$ cat config.mk
export PLATFORM = sky130hd
export DESIGN_NAME = id_regfile_sb
export DESIGN_NICKNAME = d
export VERILOG_FILES = /design/src/rtl/id_regfile_sb_pkg.sv /design/src/rtl/id_regfile_sb_scoreboard.sv /design/src/rtl/id_regfile_sb.sv
export SDC_FILE = /design/constraint.sdc
export NUM_CORES = 2
export LEC_CHECK = 0
export ABC_AREA = 1
export CORE_AREA = 2 2 463 465
export CTS_CLUSTER_SIZE = 28
export DETAILED_ROUTE_END_ITERATION = 7
export DIE_AREA = 0 0 465 467
export PLACE_DENSITY_LB_ADDON = 0.08
export SLEW_MARGIN = 10
export SYNTH_ARGS = -nofsm -noshare
export SYNTH_HDL_FRONTEND = slang
export SYNTH_SLANG_ARGS = --single-unit
$ cat constraint.sdc
create_clock -name clk -period 31.3 [get_ports clk]
set_input_delay 3.13 -clock clk [delete_from_list [all_inputs] [get_ports clk]]
set_output_delay 3.13 -clock clk [all_outputs]
set_load 0.02 [all_outputs]
$ cat src/rtl/id_regfile_sb_pkg.sv
// Shared constants and types for the decode-stage register file and scoreboard.
package common;

    localparam int unsigned XLEN_DEFAULT       = 32;
    localparam int unsigned REGISTER_FILE_SIZE = 32;
    localparam int unsigned REG_AW             = $clog2(REGISTER_FILE_SIZE);

    typedef logic [REG_AW-1:0]       reg_idx_t;
    typedef logic [XLEN_DEFAULT-1:0] xword_t;

    // Why an issue is being held back; HZ_NONE means the issue can proceed.
    typedef enum logic [1:0] {
        HZ_NONE,
        HZ_RAW,
        HZ_WAW,
        HZ_FLUSH
    } hazard_e;

endpackage

$ cat src/rtl/id_regfile_sb_scoreboard.sv
// Scoreboard: per-register pending-write bits, issue hazard detection and stall counting.
module id_scoreboard #(
    parameter  int unsigned NUM_REGS = common::REGISTER_FILE_SIZE,
    parameter  int unsigned NUM_RD   = 2,
    parameter  int unsigned CNT_W    = 16,
    localparam int unsigned AW       = $clog2(NUM_REGS)
) (
    input  logic                 clk,
    input  logic                 reset,
    input  logic [NUM_RD*AW-1:0] rd_id,
    input  logic                 wb_en,
    input  logic [AW-1:0]        wb_id,
    input  logic                 issue_valid,
    input  logic                 issue_has_rd,
    input  logic [AW-1:0]        issue_rd,
    input  logic                 flush,
    output logic                 issue_ready,
    output logic [NUM_REGS-1:0]  busy,
    output logic [CNT_W-1:0]     stall_cnt
);
    import common::*;

    logic [NUM_REGS-1:0] busy_q, busy_d;
    logic [CNT_W-1:0]    stall_cnt_q, stall_cnt_d;
    logic [AW-1:0]       src;
    logic                raw_hit;
    logic                waw_hit;
    logic                issue_fire;
    hazard_e             hz_cause;

    // A writeback landing this cycle resolves the dependency it would otherwise cause.
    always_comb begin
        raw_hit = 1'b0;
        src     = '0;
        for (int unsigned p = 0; p < NUM_RD; p++) begin
            src = rd_id[p*AW +: AW];
            if (busy_q[src] && !(wb_en && wb_id == src)) begin
                raw_hit = 1'b1;
            end
        end
        waw_hit = issue_has_rd && busy_q[issue_rd] && !(wb_en && wb_id == issue_rd);

        if (flush) begin
            hz_cause = HZ_FLUSH;
        end else if (raw_hit) begin
            hz_cause = HZ_RAW;
        end else if (waw_hit) begin
            hz_cause = HZ_WAW;
        end else begin
            hz_cause = HZ_NONE;
        end
    end

    assign issue_ready = (hz_cause == HZ_NONE);
    assign issue_fire  = issue_valid && issue_ready;

    // Ordering matters: clear on writeback, then set on issue, then flush wins over both.
    always_comb begin
        busy_d = busy_q;
        if (wb_en) begin
            busy_d[wb_id] = 1'b0;
        end
        if (issue_fire && issue_has_rd && issue_rd != '0) begin
            busy_d[issue_rd] = 1'b1;
        end
        if (flush) begin
            busy_d = '0;
        end
        busy_d[0] = 1'b0;
    end

    always_comb begin
        stall_cnt_d = stall_cnt_q;
        if (issue_valid && !issue_ready && stall_cnt_q != '1) begin
            stall_cnt_d = stall_cnt_q + 1'b1;
        end
    end

    always_ff @(posedge clk or posedge reset) begin
        if (reset) begin
            busy_q      <= '0;
            stall_cnt_q <= '0;
        end else begin
            busy_q      <= busy_d;
            stall_cnt_q <= stall_cnt_d;
        end
    end

    assign busy      = busy_q;
    assign stall_cnt = stall_cnt_q;

endmodule

$ cat src/rtl/id_regfile_sb.sv
// Decode-stage register file with same-cycle writeback bypass and an issue scoreboard.
module id_regfile_sb #(
    parameter  int unsigned XLEN     = common::XLEN_DEFAULT,
    parameter  int unsigned NUM_REGS = common::REGISTER_FILE_SIZE,
    parameter  int unsigned NUM_RD   = 2,
    parameter  int unsigned CNT_W    = 16,
    localparam int unsigned AW       = $clog2(NUM_REGS)
) (
    input  logic                     clk,
    input  logic                     reset,
    input  logic [NUM_RD*AW-1:0]     rd_id,
    output logic [NUM_RD*XLEN-1:0]   rd_data,
    input  logic                     wb_en,
    input  logic [AW-1:0]            wb_id,
    input  logic [XLEN-1:0]          wb_data,
    input  logic                     issue_valid,
    input  logic                     issue_has_rd,
    input  logic [AW-1:0]            issue_rd,
    output logic                     issue_ready,
    input  logic                     flush,
    output logic [NUM_REGS-1:0]      busy,
    output logic [CNT_W-1:0]         stall_cnt,
    output logic [NUM_REGS*XLEN-1:0] debug_reg
);
    import common::*;

    logic [XLEN-1:0] regs_q [NUM_REGS];
    logic [XLEN-1:0] regs_d [NUM_REGS];
    logic [AW-1:0]   rd_src;

    always_comb begin
        regs_d = regs_q;
        if (wb_en && wb_id != '0) begin
            regs_d[wb_id] = wb_data;
        end
        regs_d[0] = '0;
    end

    always_ff @(posedge clk or posedge reset) begin
        if (reset) begin
            regs_q <= '{default: '0};
        end else begin
            regs_q <= regs_d;
        end
    end

    // x0 needs no special case on the stored path: its storage is pinned to zero.
    always_comb begin
        rd_data = '0;
        rd_src  = '0;
        for (int unsigned p = 0; p < NUM_RD; p++) begin
            rd_src = rd_id[p*AW +: AW];
            if (wb_en && wb_id == rd_src && rd_src != '0) begin
                rd_data[p*XLEN +: XLEN] = wb_data;
            end else begin
                rd_data[p*XLEN +: XLEN] = regs_q[rd_src];
            end
        end
    end

    always_comb begin
        debug_reg = '0;
        for (int unsigned i = 0; i < NUM_REGS; i++) begin
            debug_reg[i*XLEN +: XLEN] = regs_q[i];
        end
    end

    id_scoreboard #(
        .NUM_REGS (NUM_REGS),
        .NUM_RD   (NUM_RD),
        .CNT_W    (CNT_W)
    ) u_scoreboard (
        .clk          (clk),
        .reset        (reset),
        .rd_id        (rd_id),
        .wb_en        (wb_en),
        .wb_id        (wb_id),
        .issue_valid  (issue_valid),
        .issue_has_rd (issue_has_rd),
        .issue_rd     (issue_rd),
        .flush        (flush),
        .issue_ready  (issue_ready),
        .busy         (busy),
        .stall_cnt    (stall_cnt)
    );

endmodule

=== Word level (Yosys, flattened, before mapping) ===
Cells that the tools add are included.

* Output and inout port bits: 1137
* Input port bits: 58
* Flip-flop bits (word level): 1039

* Equal/unequal tests: 4
* Magnitude comparators: 10
* Reductions and logical operators: 27
* Bitwise operators: 6
* Add/subtract/negate cells: 1
* Mux-type cells: 29

{| class="wikitable"
|+ Operator list
! kind !! number
|-
| 1024-bit bitwise mux || 1
|-
| 32-bit binary-select mux with 5-bit select || 2
|-
| 32-bit two-way mux || 10
|-
| 32-bit demux with 5-bit select || 1
|-
| 32-bit AND || 1
|-
| 32-bit NOT || 1
|-
| 32-bit bitwise OR || 1
|-
| 5-bit by 6-bit < comparator with 1-bit output (second input constant) || 4
|-
| 5-bit nonzero test || 4
|-
| 6-bit greater-or-equal comparator (second input constant) || 3
|-
| 1-bit logical AND || 18
|-
| 5-bit NOT with 6-bit output || 3
|-
| 16-bit by 1-bit adder with 16-bit output (second input constant) || 1
|-
| 16-bit != test (second input constant) || 1
|-
| 1-bit binary-select mux with 5-bit select || 3
|-
| 5-bit == test || 3
|-
| 1-bit demux with 5-bit select || 2
|-
| 5-bit by 1-bit greater-or-equal comparator with 1-bit output (second input constant) || 2
|-
| 1-bit two-way mux || 7
|-
| 6-bit by 1-bit < comparator with 1-bit output (second input constant) || 1
|-
| 2-bit two-way mux || 3
|-
| 1-bit zero test || 4
|-
| 2-bit zero test || 1
|}

=== Logic depth before layout (Yosys ltp) ===
* Depth after elaboration: 14
* Mapped depth: 19

=== Modules after synthesis ===
From an unflattened synthesis, not the netlist that was laid out.

* Cell total of the unflattened synthesis: 9642
* Area total of the unflattened synthesis: 62701.4 um2

{| class="wikitable"
|+ Modules (own cells, without submodules)
! module !! area an instance (um2) !! cells each !! instances !! sequential area each (um2)
|-
| id_regfile_sb || 58427.3 || 8912 || 1 || 24823.8
|-
| id_scoreboard || 4274.1 || 730 || 1 || 1176.1
|}

=== Worst setup path before layout ===
No wires, ideal clock.

* Path type: input port to output port
* From: input rd_id[0]
* To: output rd_data[11]
* Buffers on the path: 3
* Slack: 23404 ps
* Data required time: 28170 ps
* Arrival time: 4766 ps
* Stages on the path: 10
* Path through: inv_1 > buf_4 > buf_2 > nand2_1 > nor3_1 > nand2_1 > nand3_1 > clkbuf_1 > nand2_1 > o22ai_1

* Cells in the longest elaborated chain, start to end: 5
* Elaborated cells between the ends (all ways): 9
* Classes of those cells: 1 x eq/ne; 4 x mux; 1 x bitwise; 3 x reduce/logical

{| class="wikitable"
|+ Ends and longest elaborated chain
! item !! RTL line !! text
|-
| start, declared || id_regfile_sb.sv:11 || <nowiki>input logic [NUM_RD*AW-1:0] rd_id,</nowiki>
|-
| 5-bit NOT with 6-bit output (not written as such) || id_regfile_sb.sv:56 || <nowiki>rd_data[p*XLEN +: XLEN] = regs_q[rd_src];</nowiki>
|-
| 32-bit binary-select mux with 5-bit select || id_regfile_sb.sv:56 ||
|-
| 32-bit two-way mux (not written as such) (2 in series) || id_regfile_sb.sv:56 ||
|-
| 32-bit two-way mux (*) || id_regfile_sb.sv:53 || <nowiki>if (wb_en && wb_id == rd_src && rd_src != '0) begin</nowiki>
|-
| end, declared || id_regfile_sb.sv:12 || <nowiki>output logic [NUM_RD*XLEN-1:0] rd_data,</nowiki>
|}

Mark *: on every way between the ends. The rest lies on a longest branch, timed or not. The select of a mux whose other input is x is not followed.

=== Final worst setup path ===
* From: input rd_id[0]
* To: output rd_data[12]

Same word-level chain as after synthesis.

==> results.yml <==
outcome:
  run_status: "completed"
synth:
  leading_area_contributor_after_synthesis: "dfrtp_1"
  synth_edf_count: 0
  yosysSeqAreaShare_pct: 44.58
  syn-cell-area_mm2: 0.05832
  synthesis.area_per_instance_um2: 7.252
  post_synth_inst_count: 8041
  netlist.area_leader.share_pct: 44.58
  ys_top_cells_by_count: "o21ai_0, nand2_1, dfrtp_1, nand3_1, a21oi_1"
  dominantRegCellSynth: "dfrtp_1"
  synth_most_common_cell: "o21ai_0"
  synthDistinctLibCells: 34
  yosys-top-cells-area: "dfrtp_1, o21ai_0, nand2_1, nand3_1, a21oi_1"
  synthesis_warning_total: 0
  async_reset_ff_share_pct: 100.0
  synth-seq-cells: 1039
sta:
  final_critical_path_setup_slack_ns: 19.53
  timing.final.setup_violations: 0
  final_max_slew_viol_count: 0
  holdWs_ns: 0.5084
  final.setup_skew_ns: 0.03116
  slew_headroom_pct: 3.513
  final_min_period_over_clock_period_pct: 37.61
  fin_setup_tns_ns: 0
  timing.final.crit_period_ns: 11.77
  final_hold_viol_count: 0
  tightestPinTransition_ns: 1.436
  rsz0062_at_grt: "false"
  maxClockFrequency_mhz: 84.95
floorplanning:
  fp.coreArea_mm2: 0.2117
  floorplan.die_area_mm2: 0.2172
  die_h_um: 467
  placementRows: 169
  floorplan.io_pins: 1195
  dieWidth_um: 465
  initial_core_util_pct: 27.55
final_layout:
  layout-area-overhead-vs-synth_pct: 31.13
  drive_above_1_share_pct: 5.084
  finish.cell_count_without_fillers: 11663
  final_area_mm2: 0.07647
  multi_input_area_mm2: 0.02706
  fillers: 22182
  largest_register_ffs: 992
  total_area_of_sequential_cells_mm2: 0.02600
  final_nets: 8785
drt:
  route.detailed.vias_per_inst: 5.667
  via_count: 66100
  totalWireLength_um: 409500
  detail_route.iter0.violations: 9827
  drtPass1Iterations: 6
  drtAntennaViolNets: 0
  avgRoutedWirePerCell_um: 35.11
  remaining_drc_errors: 0
global_routing:
  grt_antenna_before_repair: 31
  first_global_vias: 59680
  wire_length_of_the_first_global_routing_pass_um: 548400
  groute.usage.overall_pct: 36.43
  grt_max_degree: 213
  overflow: 0
placement:
  hpwlAfterDp_um: 294400
  dpl_cell_area_mm2: 0.07176
  routabilityCongestion: 0.9889
  placement.setup.worst_slack_ns: 19.65
  place.port_buffers: 1161
  placed_cells_incl_taps: 11410
clock_network:
  clock_insertion_delay_worst_skew_ns: 0.83
  clock_tree.buffer_depth: 3
  htree_levels: 4
  clkSlewWorstSetupHoldPaths_ns: 0.06
  clock_sink_count: 1039
  cts-hold-fix-buffers: 0
  clock_tree_from_tritoncts: "built"
  count_of_cells_resized_by_post_cts_repair: 0
  cts_inserted_buffers: 135
  clock_tree.root_cell: "clkbuf_16"
  post_cts.repair.setup_buffers: 0
power_and_ir_drop:
  cellPowerDensity_mw_per_mm2: 73.97
  peakVddDrop_mv: 0.06169
  power.static_leakage_nw: 32.41
hold_path:
  hold_path.class: "reg2reg"
critical_path:
  reg2reg_setup_slack_ns: 27.70
  criticalPathCategory: "in2out"
  data_arrival_time_of_the_critical_path_ns: 8.64
  worstSetupStartpointType: "primary input"
  cp.required_ns: 28.17
  cp-end-kind: "output pin"
  worstPathMaxFanout: 107
run:
  timing.max_cap.violations: 0
## worst max-delay path, cell delays in order
cell and delay [ns]:
buf_8 0.16, inv_8 0.50, buf_4 0.64, buf_4 0.76
buf_4 0.89, a21oi_1 0.17, o21ai_0 0.12, nand3_1 0.10
nand3_1 0.21, nand3_1 0.33, nand3_1 0.17, o21ai_0 0.50
clkdlybuf4s50_1 0.72
## where the power goes
group | internal (mW) | leakage, nW | switching [mW]
registers | 1.61 | 13.0 | 0.373
clock network | 0.998 | 2.29 | 0.691
logic | 0.704 | 17.1 | 1.28
## stage by stage
| step | utilization, % | power, mW |
|---|---|---|
| finish | 36.13 | 5.656 |
| global route | 36.12 | 5.856 |
| floorplan | - | 2.730 |
| CTS | 36.12 | 5.658 |
| global placement | 33.90 | 3.945 |
| detailed placement | 33.90 | 3.956 |
## layer usage
layer  GRT usage (%)  up-vias  share of wire [%]
met3           10.09      649                 10
met5               0        -             0.0032
li1                -    28634                  -
met4           20.38        2                6.6
met2           53.13     3908                 42
met1           48.40    32907                 41
## placed cells by master, fill, tap and decap left out, types with 168 or more instances in the layout
master	n
o21ai_0	1679
nand2_1	1510
nand3_1	902
o211ai_1	286
dfrtp_1	1039
buf_4	168
inv_1	559
a21oi_1	780
nor2_1	268
clkdlybuf4s50_1	1147
## path summary, 6_finish.rpt
kind                                                startpoint                         endpoint  cells after the start
min in group asynchronous                                reset      debug_reg[1014]$_DFFE_PP0P_                      2
worst max register to register  u_scoreboard.busy[4]$_DFF_PP0_  u_scoreboard.busy[10]$_DFF_PP0_                     12
max in group asynchronous                                reset       debug_reg[582]$_DFFE_PP0P_                      6
worst max-delay path                                  rd_id[0]                      rd_data[12]                     13
worst min-delay path                debug_reg[533]$_DFFE_PP0P_       debug_reg[533]$_DFFE_PP0P_                      2
worst min register to register      debug_reg[533]$_DFFE_PP0P_       debug_reg[533]$_DFFE_PP0P_                      2
## area by class of cell
class | count | share of cell area [%]
antenna | 10 | 0.03272
clock buffer | 200 | 5.185
clock inverter | 43 | 0.9375
inverter | 584 | 2.942
multi-input combinational | 5637 | 35.38
sequential | 1039 | 34.00
tap | 2821 | 4.616
timing repair buffer | 1329 | 16.91
## logic make-up after synthesis
logic type / Yosys count / synth area share, %
AND/OR/NAND/NOR: 2772 / 20.01
XOR/XNOR: 17 / 0.2553
buffers and inverters: 1397 / 9.535
adder cells (fa/ha/maj): 1 / 0.02145
AO/OA/AOI/OAI: 2814 / 25.59
other: 1 / 0.006430
flip-flops: 1039 / 44.58
(Power assumes the default switching activity.)
